<file path="src/rtl/rx_packer_param.sv">
// -----------------------------------------------------------------------------
// rx_packer_param
//
// Packs a narrow MAC-side AXI-Stream (no backpressure) into a wide FIFO-side
// AXI-Stream carrying tkeep, tlast and tuser. Beats are placed into lanes of an
// accumulator; a completed word moves into a one-word output register. When a
// word completes while the output register is still occupied, the rest of that
// frame is discarded and a bad-frame terminator word (data 0, single keep bit,
// tlast=1, tuser=1) is emitted in its place so downstream sees a closed frame.
//
// Ports:
//   clk, reset                      clock, synchronous active-high reset
//   rx_axis_mac_tdata  [IN_W]       MAC beat data
//   rx_axis_mac_tvalid              MAC beat valid (must always be consumed)
//   rx_axis_mac_tlast               last beat of frame
//   rx_axis_mac_tuser               frame error, sampled on the tlast beat
//   rx_axis_tdata      [OUT_W]      packed word
//   rx_axis_tkeep      [R]          lane valid mask, R = OUT_W/IN_W
//   rx_axis_tvalid                  word valid
//   rx_axis_tready                  downstream accept
//   rx_axis_tlast                   last word of frame
//   rx_axis_tuser                   bad frame (meaningful when tlast=1)
//   overflow                        one-cycle pulse when a word is dropped
//   drop_cnt           [CNT_W]      saturating count of damaged/lost frames
//   fsm_state          [2]          current FSM state, for observability
//
// Handshake: a word transfers on any rising edge where rx_axis_tvalid and
// rx_axis_tready are both 1. Once tvalid is raised, tdata/tkeep/tlast/tuser
// stay constant until that transfer happens; tvalid never depends on tready.
// The MAC side has no ready: every cycle with rx_axis_mac_tvalid=1 is a beat.
//
// OUT_W must be a multiple of IN_W with OUT_W/IN_W >= 2.
// -----------------------------------------------------------------------------
module rx_packer_param #(
  parameter int IN_W       = 8,
  parameter int OUT_W      = 64,
  parameter int LANE_ORDER = 0,
  parameter int CNT_W      = 16
) (
  input  logic                     clk,
  input  logic                     reset,
  input  logic [IN_W-1:0]          rx_axis_mac_tdata,
  input  logic                     rx_axis_mac_tvalid,
  input  logic                     rx_axis_mac_tlast,
  input  logic                     rx_axis_mac_tuser,
  output logic [OUT_W-1:0]         rx_axis_tdata,
  output logic [OUT_W/IN_W-1:0]    rx_axis_tkeep,
  output logic                     rx_axis_tvalid,
  input  logic                     rx_axis_tready,
  output logic                     rx_axis_tlast,
  output logic                     rx_axis_tuser,
  output logic                     overflow,
  output logic [CNT_W-1:0]         drop_cnt,
  output logic [1:0]               fsm_state
);

  localparam int R     = OUT_W / IN_W;
  localparam int IDX_W = $clog2(R);

  // The terminator marks only the lane that the first beat of a word would use.
  localparam logic [R-1:0] TERM_KEEP = (LANE_ORDER != 0) ? {1'b1, {(R-1){1'b0}}}
                                                         : R'(1);

  typedef enum logic [1:0] {
    ST_PACK      = 2'd0,  // normal packing
    ST_DISCARD   = 2'd1,  // dropping the remainder of a damaged frame
    ST_TERM_WAIT = 2'd2   // frame ended, terminator waiting for a free register
  } state_t;

  state_t state_q;
  state_t state_d;

  // Accumulator
  logic [IDX_W-1:0] idx;
  logic [OUT_W-1:0] acc_data;
  logic [R-1:0]     acc_keep;

  // Beat placement
  logic [IDX_W-1:0] lane;
  logic [OUT_W-1:0] beat_word;
  logic [R-1:0]     beat_keep;
  logic [OUT_W-1:0] word_data;
  logic [R-1:0]     word_keep;
  logic             beat_v;
  logic             complete;
  logic             reg_free;

  // FSM decisions
  logic       acc_clear;
  logic       acc_update;
  logic       load_word;
  logic       load_term;
  logic       drop_word;
  logic [1:0] cnt_inc;

  logic [CNT_W:0] cnt_sum;

  assign fsm_state = state_q;

  // ---------------------------------------------------------------------------
  // Datapath: where the current beat lands and what the word would look like
  // if it completed on this beat.
  // ---------------------------------------------------------------------------
  always_comb begin
    lane = idx;
    if (LANE_ORDER != 0) begin
      lane = IDX_W'(R - 1) - idx;
    end
  end

  assign beat_word = {{(OUT_W-IN_W){1'b0}}, rx_axis_mac_tdata} << (int'(lane) * IN_W);
  assign beat_keep = R'(1) << lane;
  assign word_data = acc_data | beat_word;
  assign word_keep = acc_keep | beat_keep;

  assign beat_v   = rx_axis_mac_tvalid;
  // A beat that fills the last lane and also carries tlast is one completion.
  assign complete = beat_v && ((idx == IDX_W'(R - 1)) || rx_axis_mac_tlast);
  // The output register can take a new word this cycle if it is empty or its
  // current word is being accepted on this edge.
  assign reg_free = !rx_axis_tvalid || rx_axis_tready;

  // ---------------------------------------------------------------------------
  // FSM next-state and load decisions. Only one of load_word/load_term can be
  // set in a cycle, so the output register has a single source per edge.
  // ---------------------------------------------------------------------------
  always_comb begin
    state_d    = state_q;
    acc_clear  = 1'b0;
    acc_update = 1'b0;
    load_word  = 1'b0;
    load_term  = 1'b0;
    drop_word  = 1'b0;
    cnt_inc    = 2'd0;

    case (state_q)
      ST_PACK: begin
        if (complete) begin
          acc_clear = 1'b1;
          if (reg_free) begin
            load_word = 1'b1;
          end else begin
            drop_word = 1'b1;
            state_d   = rx_axis_mac_tlast ? ST_TERM_WAIT : ST_DISCARD;
          end
        end else if (beat_v) begin
          acc_update = 1'b1;
        end
      end

      ST_DISCARD: begin
        if (beat_v && rx_axis_mac_tlast) begin
          if (reg_free) begin
            load_term = 1'b1;
            cnt_inc   = 2'd1;
            state_d   = ST_PACK;
          end else begin
            state_d   = ST_TERM_WAIT;
          end
        end
      end

      ST_TERM_WAIT: begin
        // Beats here are discarded. A frame that ends while we wait was lost
        // in full and is counted on its own, on top of the terminator.
        if (reg_free) begin
          load_term = 1'b1;
          state_d   = ST_PACK;
        end
        cnt_inc = 2'(reg_free) + 2'(beat_v && rx_axis_mac_tlast);
      end

      default: begin
        state_d = ST_PACK;
      end
    endcase
  end

  // Saturating add of up to two events in one cycle.
  assign cnt_sum = {1'b0, drop_cnt} + (CNT_W+1)'(cnt_inc);

  // ---------------------------------------------------------------------------
  // Registers
  // ---------------------------------------------------------------------------
  always_ff @(posedge clk) begin
    if (reset) begin
      state_q        <= ST_PACK;
      idx            <= '0;
      acc_data       <= '0;
      acc_keep       <= '0;
      rx_axis_tdata  <= '0;
      rx_axis_tkeep  <= '0;
      rx_axis_tvalid <= 1'b0;
      rx_axis_tlast  <= 1'b0;
      rx_axis_tuser  <= 1'b0;
      overflow       <= 1'b0;
      drop_cnt       <= '0;
    end else begin
      state_q  <= state_d;
      overflow <= drop_word;

      if (acc_clear) begin
        idx      <= '0;
        acc_data <= '0;
        acc_keep <= '0;
      end else if (acc_update) begin
        idx      <= idx + 1'b1;
        acc_data <= word_data;
        acc_keep <= word_keep;
      end

      if (load_word) begin
        rx_axis_tdata  <= word_data;
        rx_axis_tkeep  <= word_keep;
        rx_axis_tvalid <= 1'b1;
        rx_axis_tlast  <= rx_axis_mac_tlast;
        rx_axis_tuser  <= rx_axis_mac_tlast & rx_axis_mac_tuser;
      end else if (load_term) begin
        rx_axis_tdata  <= '0;
        rx_axis_tkeep  <= TERM_KEEP;
        rx_axis_tvalid <= 1'b1;
        rx_axis_tlast  <= 1'b1;
        rx_axis_tuser  <= 1'b1;
      end else if (rx_axis_tvalid && rx_axis_tready) begin
        rx_axis_tvalid <= 1'b0;
      end

      if (cnt_sum[CNT_W]) begin
        drop_cnt <= '1;
      end else begin
        drop_cnt <= cnt_sum[CNT_W-1:0];
      end
    end
  end

endmodule

</file>
<file path="config.mk">
export PLATFORM = sky130hd
export DESIGN_NAME = rx_packer_param
export DESIGN_NICKNAME = d
export VERILOG_FILES = /design/src/rtl/rx_packer_param.sv
export SDC_FILE = /design/constraint.sdc
export NUM_CORES = 1
export LEC_CHECK = 0
export ABC_CLOCK_PERIOD_IN_PS = 6200
export CAP_MARGIN = 20
export CORE_MARGIN = 4
export CORE_UTILIZATION = 37
export DETAILED_ROUTE_END_ITERATION = 12
export PLACE_DENSITY_LB_ADDON = 0.08
export SYNTH_ARGS = -nofsm -noshare
export SYNTH_HDL_FRONTEND = slang
export SYNTH_SLANG_ARGS = --single-unit
</file>
<file path="constraint.sdc">
create_clock -name clk -period 6.2 [get_ports clk]
set_clock_uncertainty 0.05 [all_clocks]
set_input_delay 1.86 -clock clk [delete_from_list [all_inputs] [get_ports clk]]
set_output_delay 1.86 -clock clk [all_outputs]
set_load 0.01 [all_outputs]
</file>
# Word-level counts from Yosys, hierarchy flattened
# Cells that the tools add are included.
[op_classes]
add_sub_neg = 3
eq_ne = 7
n_shift = 2
mux = 32
n_bitwise = 5
n_reduce_logical = 12
[ops]
columns = ["cell", "n"]
rows = [
  ["2-to-1 mux 64 bit", 2],
  ["bitwise OR 64 bit", 1],
  ["<< shifter 8 x 6 -> 64 bit", 1],
  ["2-to-1 mux 1 bit", 18],
  ["adder 16 x 2 -> 17 bit", 1],
  ["2-to-1 mux 16 bit", 1],
  ["2-to-1 mux 8 bit", 2],
  ["2-to-1 mux 2 bit", 6],
  ["inequality test 2 bit (second input constant)", 4],
  ["bitwise OR 8 bit", 1],
  ["<< shifter 1 x 3 -> 8 bit (first input constant)", 1],
  ["case mux 2 bit (3 select lines)", 1],
  ["case mux 2 bit (2 select lines)", 1],
  ["AND reduction 4 bit", 1],
  ["adder 3 x 1 -> 3 bit (second input constant)", 1],
  ["== test 3 bit (second input constant)", 1],
  ["logical AND 1 bit", 3],
  ["nonzero test 3 bit", 1],
  ["OR reduction 3 bit", 1],
  ["adder 1 x 1 -> 2 bit", 1],
  ["== test 2 x 1 -> 1 bit (second input constant)", 1],
  ["== test 2 bit (second input constant)", 1],
  ["logical NOT 2 bit", 1],
  ["logical OR 1 bit", 2],
  ["6 further kinds", 7],
]
[totals]
regBits = 169
in_bits = 14
out_inout_bits = 94
wordCells = 72

# Longest topological paths before layout
[depth]
ltp_word = 7
depth_mapped = 13
depth_no_buf = 12

# Least setup slack after synthesis
# No wires, ideal clock.
[synth_path]
path_kind = "input to register"
start = "in rx_axis_tready"
end = "reg drop_cnt[11]"
arrival_time_ps = 4183
required_ps = 6080
slack_ps = 1896
stages = 13
cell_sequence = "nor2b_4 -> inv_2 -> ha_1 -> a22oi_1 -> nor2b_1 -> ha_1 -> inv_1 -> fa_1 -> nand3b_1 -> nor4_2 -> nand2_1 -> buf_2 -> a21oi_1"
[synth_between]
elab_chain_cells = 6
elab_cells_between_ends = 7
classes_between = "add/sub: 2; mux: 4; reduce/logical: 1"
[synth_rtl]
columns = ["item", "line", "source"]
rows = [
  ["start, declared", "49", "input logic rx_axis_tready,"],
  ["logical OR 1 bit (*)", "121", "assign reg_free = !rx_axis_tvalid || rx_axis_tready;"],
  ["2-to-1 mux 1 bit", "153", "if (reg_free) begin"],
  ["2-to-1 mux 1 bit", "152", "if (beat_v && rx_axis_mac_tlast) begin"],
  ["case mux 2 bit (2 select lines) (*)", "136", "case (state_q)"],
  ["adder 16 x 2 -> 17 bit (*)", "180", "assign cnt_sum = {1'b0, drop_cnt} + (CNT_W+1)'(cnt_inc);"],
  ["2-to-1 mux 16 bit (*)", "228", "if (cnt_sum[CNT_W]) begin"],
  ["end signal, assigned", "231", "drop_cnt <= cnt_sum[CNT_W-1:0];"],
  ["end, declared", "53", "output logic [CNT_W-1:0] drop_cnt,"],
]
# Every way passes the cells marked *; elsewhere a longest branch is shown, timed or not.
# A chain may end at the register's enable or synchronous reset.

# Worst setup path in the final report
[layout_path]
start = "in rx_axis_mac_tlast"
end = "reg drop_cnt[2]"
[layout_between]
elab_chain_cells = 5
elab_cells_between_ends = 6
classes_between = "add/sub: 2; mux: 3; reduce/logical: 1"
[layout_rtl]
columns = ["item", "line", "source"]
rows = [
  ["start, declared", "44", "input logic rx_axis_mac_tlast,"],
  ["logical AND 1 bit (*)", "152, 170", ""],
  ["adder 1 x 1 -> 2 bit or 2-to-1 mux 1 bit (tied branches)", "170, 152", ""],
  ["case mux 2 bit (2 select lines) (*)", "136", ""],
  ["adder 16 x 2 -> 17 bit (*)", "180", ""],
  ["2-to-1 mux 16 bit (*)", "228", ""],
]
# Marked as above.

==> flow_summary.json <==
{
  "mostFrequentLayoutCell": "dfxtp_1",
  "syn-cell-area_um2": 6330,
  "crit_end": "drop_cnt[2]$_SDFF_PP0_",
  "synth_cell_types": 47,
  "grtUsageMet2_pct": 27.7,
  "cpLargestDelayFamily": "simple AND/OR/NAND/NOR gates",
  "pwr-share-comb_pct": 14.7,
  "intPower_w": 0.00190,
  "crit_required_ns": 6.50,
  "ys_seq_area_share_pct": 53.4,
  "wl_per_cell_um": 17.2,
  "drt_iter0_markers": 272,
  "p_seq_share_pct": 44.0,
  "cp_data_arrival_time_ns": 5.17,
  "layout_common_cells": "169 x dfxtp_1, 150 x a21oi_1, 107 x clkdlybuf4s50_1",
  "cp_cell_sequence": "clkdlybuf4s50_1 > nand2_1 > inv_1 > ha_1 > a22oi_1 > nor2b_1 > ha_1 > inv_1 > fa_1 > nand3b_1 > nor4_2 > nand2_1 > a21oi_1",
  "outcome": "finished, final reports clean",
  "ant_nets": 0,
  "routed-via-count": 4943,
  "synth-seq-cells": 169,
  "tightestPinTransition_ns": 0.850,
  "cp_slowest_cell": "clkdlybuf4s50_1",
  "syn-num-nets": 675,
  "synthSimpleGateAreaFrac_pct": 10.7,
  "syn_inst": 648,
  "synth_compound_area_share_pct": 26.7,
  "period_needed_ns": 4.87,
  "p_sw_share_pct": 27.4,
  "viasPerCell": 5.10,
  "path_clk_slew_ns": 0.06,
  "cts_resized": 0,
  "firstDrtPassIters": 4,
  "reg2reg_slack_ns": 2.91,
  "slew_violations": 0,
  "grt_setup_unrepaired": "false",
  "worstSetupPathType": "in2reg",
  "postCtsSetupBuffers": 0,
  "initial_core_util_pct": 37.9,
  "cts_sinks": 169,
  "drive_above_1_share_pct": 9.88,
  "worst_hold_slack_ns": 0.376,
  "place.gp.congestion": 0.788,
  "cts_tree": "yes",
  "die_h_um": 139,
  "setup_viol": 0,
  "grt_max_degree": 60,
  "max-slew-margin-rel_pct": 43.3,
  "clockPowerShare_pct": 41.3,
  "io_pins": 108,
  "htree_levels": 4,
  "die_area_um2": 19300,
  "r2r_end": "drop_cnt[2]$_SDFF_PP0_",
  "fin_setup_tns_ns": 0,
  "grt_pass1_wl_um": 27200,
  "cts.path.max_buffers": 2,
  "finish.utilization_pct": 48.8,
  "postSynthAreaPerCell_um2": 9.77,
  "fmax_mhz": 205,
  "power_density_nw_per_um2": 322,
  "drc_errors": 0,
  "cp-start-kind": "input pin",
  "synthFlopType": "dfxtp_1",
  "grt_usage_pct": 17.5,
  "grt_pass1_vias": 4955,
  "layout.nets": 763,
  "synthAdderAreaFrac_pct": 2.69,
  "crit_path_max_incr_delay_ns": 0.63,
  "r2r_start": "rx_axis_tvalid$_SDFFE_PP0P_",
  "power_leakage_nw": 2.73,
  "root_buffer": "clkbuf_16",
  "antenna_found_initial": 0,
  "io_buffer_count": 107,
  "fp.dieW_um": 139,
  "hpwlAfterDp_um": 10700,
  "critPathMaxFanout": 11,
  "cts_inserted_buffers": 17,
  "r2r_cells": 12,
  "timing.max_cap.violations": 0,
  "row_count": 47,
  "vdd_drop_max_mv": 0.196,
  "hold_class": "reg2reg",
  "fin_crit_sh_pct": 78.5,
  "synth_edf_count": 0,
  "synth_xor_area_share_pct": 1.52,
  "globalRouteMet3Util_pct": 4.28,
  "coreArea_um2": 16700,
  "synth.area.mux_share_pct": 0,
  "area_growth_pct": 28.8,
  "synth_top_family_by_area": "compound AO/OA/AOI/OAI gates",
  "cts_hold_buf": 0,
  "synthArstFlopShare_pct": 0,
  "cp.buffers_inverters": 3,
  "crit_start": "rx_axis_mac_tlast",
  "n_antenna_cell": 0,
  "worstSetupEndpointType": "flop",
  "grt_util_met1_pct": 23.6,
  "grt_overflow": 0,
  "worst-path-stages": 13,
  "wl_um": 16700,
  "grt_busiest_layer": "met2",
  "hold_violations": 0,
  "synth.yosys.warnings": 0,
  "power.switching_w": 0.000719,
  "insertion_delay_ns": 0.42
}
synthesized netlist by cell type, types with 3 or more instances:
cell	count	area, µm²
buf_6	7	78.8
buf_1	7	26.3
nor2b_1	4	25.0
and2_0	5	31.3
a211oi_1	3	22.5
inv_1	10	37.5
o2bb2ai_2	20	300
clkbuf_1	25	93.8
nand2_1	9	33.8
a31oi_1	6	37.5
dfxtp_1	169	3380
nand4_1	3	18.8
a21oi_1	150	751
a22oi_1	3	22.5
xnor2_1	8	70.1
o2bb2ai_1	51	447
nor2_1	87	327
xor2_1	3	26.3
buf_2	15	75.1
ha_1	12	150
nand3_1	4	20.0
nor3_1	15	75.1
and2_1	3	18.8
power by group through the flow:
| stage | sequential (W) | combinational [W] | clock (W) |
|---|---|---|---|
| floorplan | 0.00118 | 0.000255 | 0 |
| global placement | 0.00118 | 0.000380 | 0 |
| detailed placement | 0.00118 | 0.000383 | 0 |
| CTS | 0.00115 | 0.000385 | 0.00111 |
| global route | 0.00116 | 0.000422 | 0.00115 |
| finish | 0.00115 | 0.000387 | 0.00108 |
flip-flops by register name, indices dropped and copies added (netlist names):
signal	cells
acc_data	64
rx_axis_tdata	64
drop_cnt	16
acc_keep	8
rx_axis_tkeep	8
idx	3
fsm_state	2
overflow	1
rx_axis_tlast	1
rx_axis_tuser	1
rx_axis_tvalid	1
worst min-delay path by stage:
stage,from,to,slack (ns),cells past startpoint
finish,acc_keep[7]$_SDFFE_PP0P_,acc_keep[7]$_SDFFE_PP0P_,0.38,2
global route,acc_keep[7]$_SDFFE_PP0P_,acc_keep[7]$_SDFFE_PP0P_,0.42,2
CTS,acc_keep[7]$_SDFFE_PP0P_,acc_keep[7]$_SDFFE_PP0P_,0.38,2
detailed placement,acc_keep[7]$_SDFFE_PP0P_,acc_keep[7]$_SDFFE_PP0P_,0.37,2
floorplan,acc_keep[7]$_SDFFE_PP0P_,acc_keep[7]$_SDFFE_PP0P_,0.36,2
global placement,acc_keep[7]$_SDFFE_PP0P_,acc_keep[7]$_SDFFE_PP0P_,0.37,2
per-layer routing:
layer,part of all wire [%],vias to the layer above
met5,0,-
met4,1.4,0
met3,6.1,20
met2,44,126
met1,48,2313
li1,-,2484
cell type report:
class | instances | area (µm²)
clock buffers | 20 | 437
clock inverters | 12 | 164
fillers | 1606 | 8550
inverters | 11 | 41.3
multi-input cells | 414 | 2640
flip-flops and latches | 169 | 3380
well taps | 220 | 275
repair buffers | 123 | 1210
logic make-up (layout without fill, tap and decap cells):
| family | after synthesis | after routing |
|---|---|---|
| AND/OR/NAND/NOR | 145 | 145 |
| adder cells (fa/ha/maj) | 13 | 13 |
| flip-flops | 169 | 169 |
| AO/OA/AOI/OAI | 245 | 245 |
| XOR/XNOR | 11 | 11 |
| buffers and inverters | 65 | 166 |
through the flow:
step           setup WS [ns]  cell area [µm²]  instances  power, W
2_1_floorplan           1.90             6330        648   0.00143
3_3_place_gp           0.990             7530        936   0.00156
3_5_place_dp           0.880             7530        936   0.00156
4_1_cts                 1.32             8130        968   0.00265
5_1_grt                0.975             8160        969   0.00273
6_report                1.33             8160        969   0.00262
worst register-to-register path, delay by kind of cell (launching register included):
family	cells	cell delay, ns
simple gates	5	1.56
compound gates	2	0.29
flops	1	0.34
buf+inv	2	0.13
fa+ha+maj	3	0.85
No activity file was read; power rests on OpenSTA's default activity.
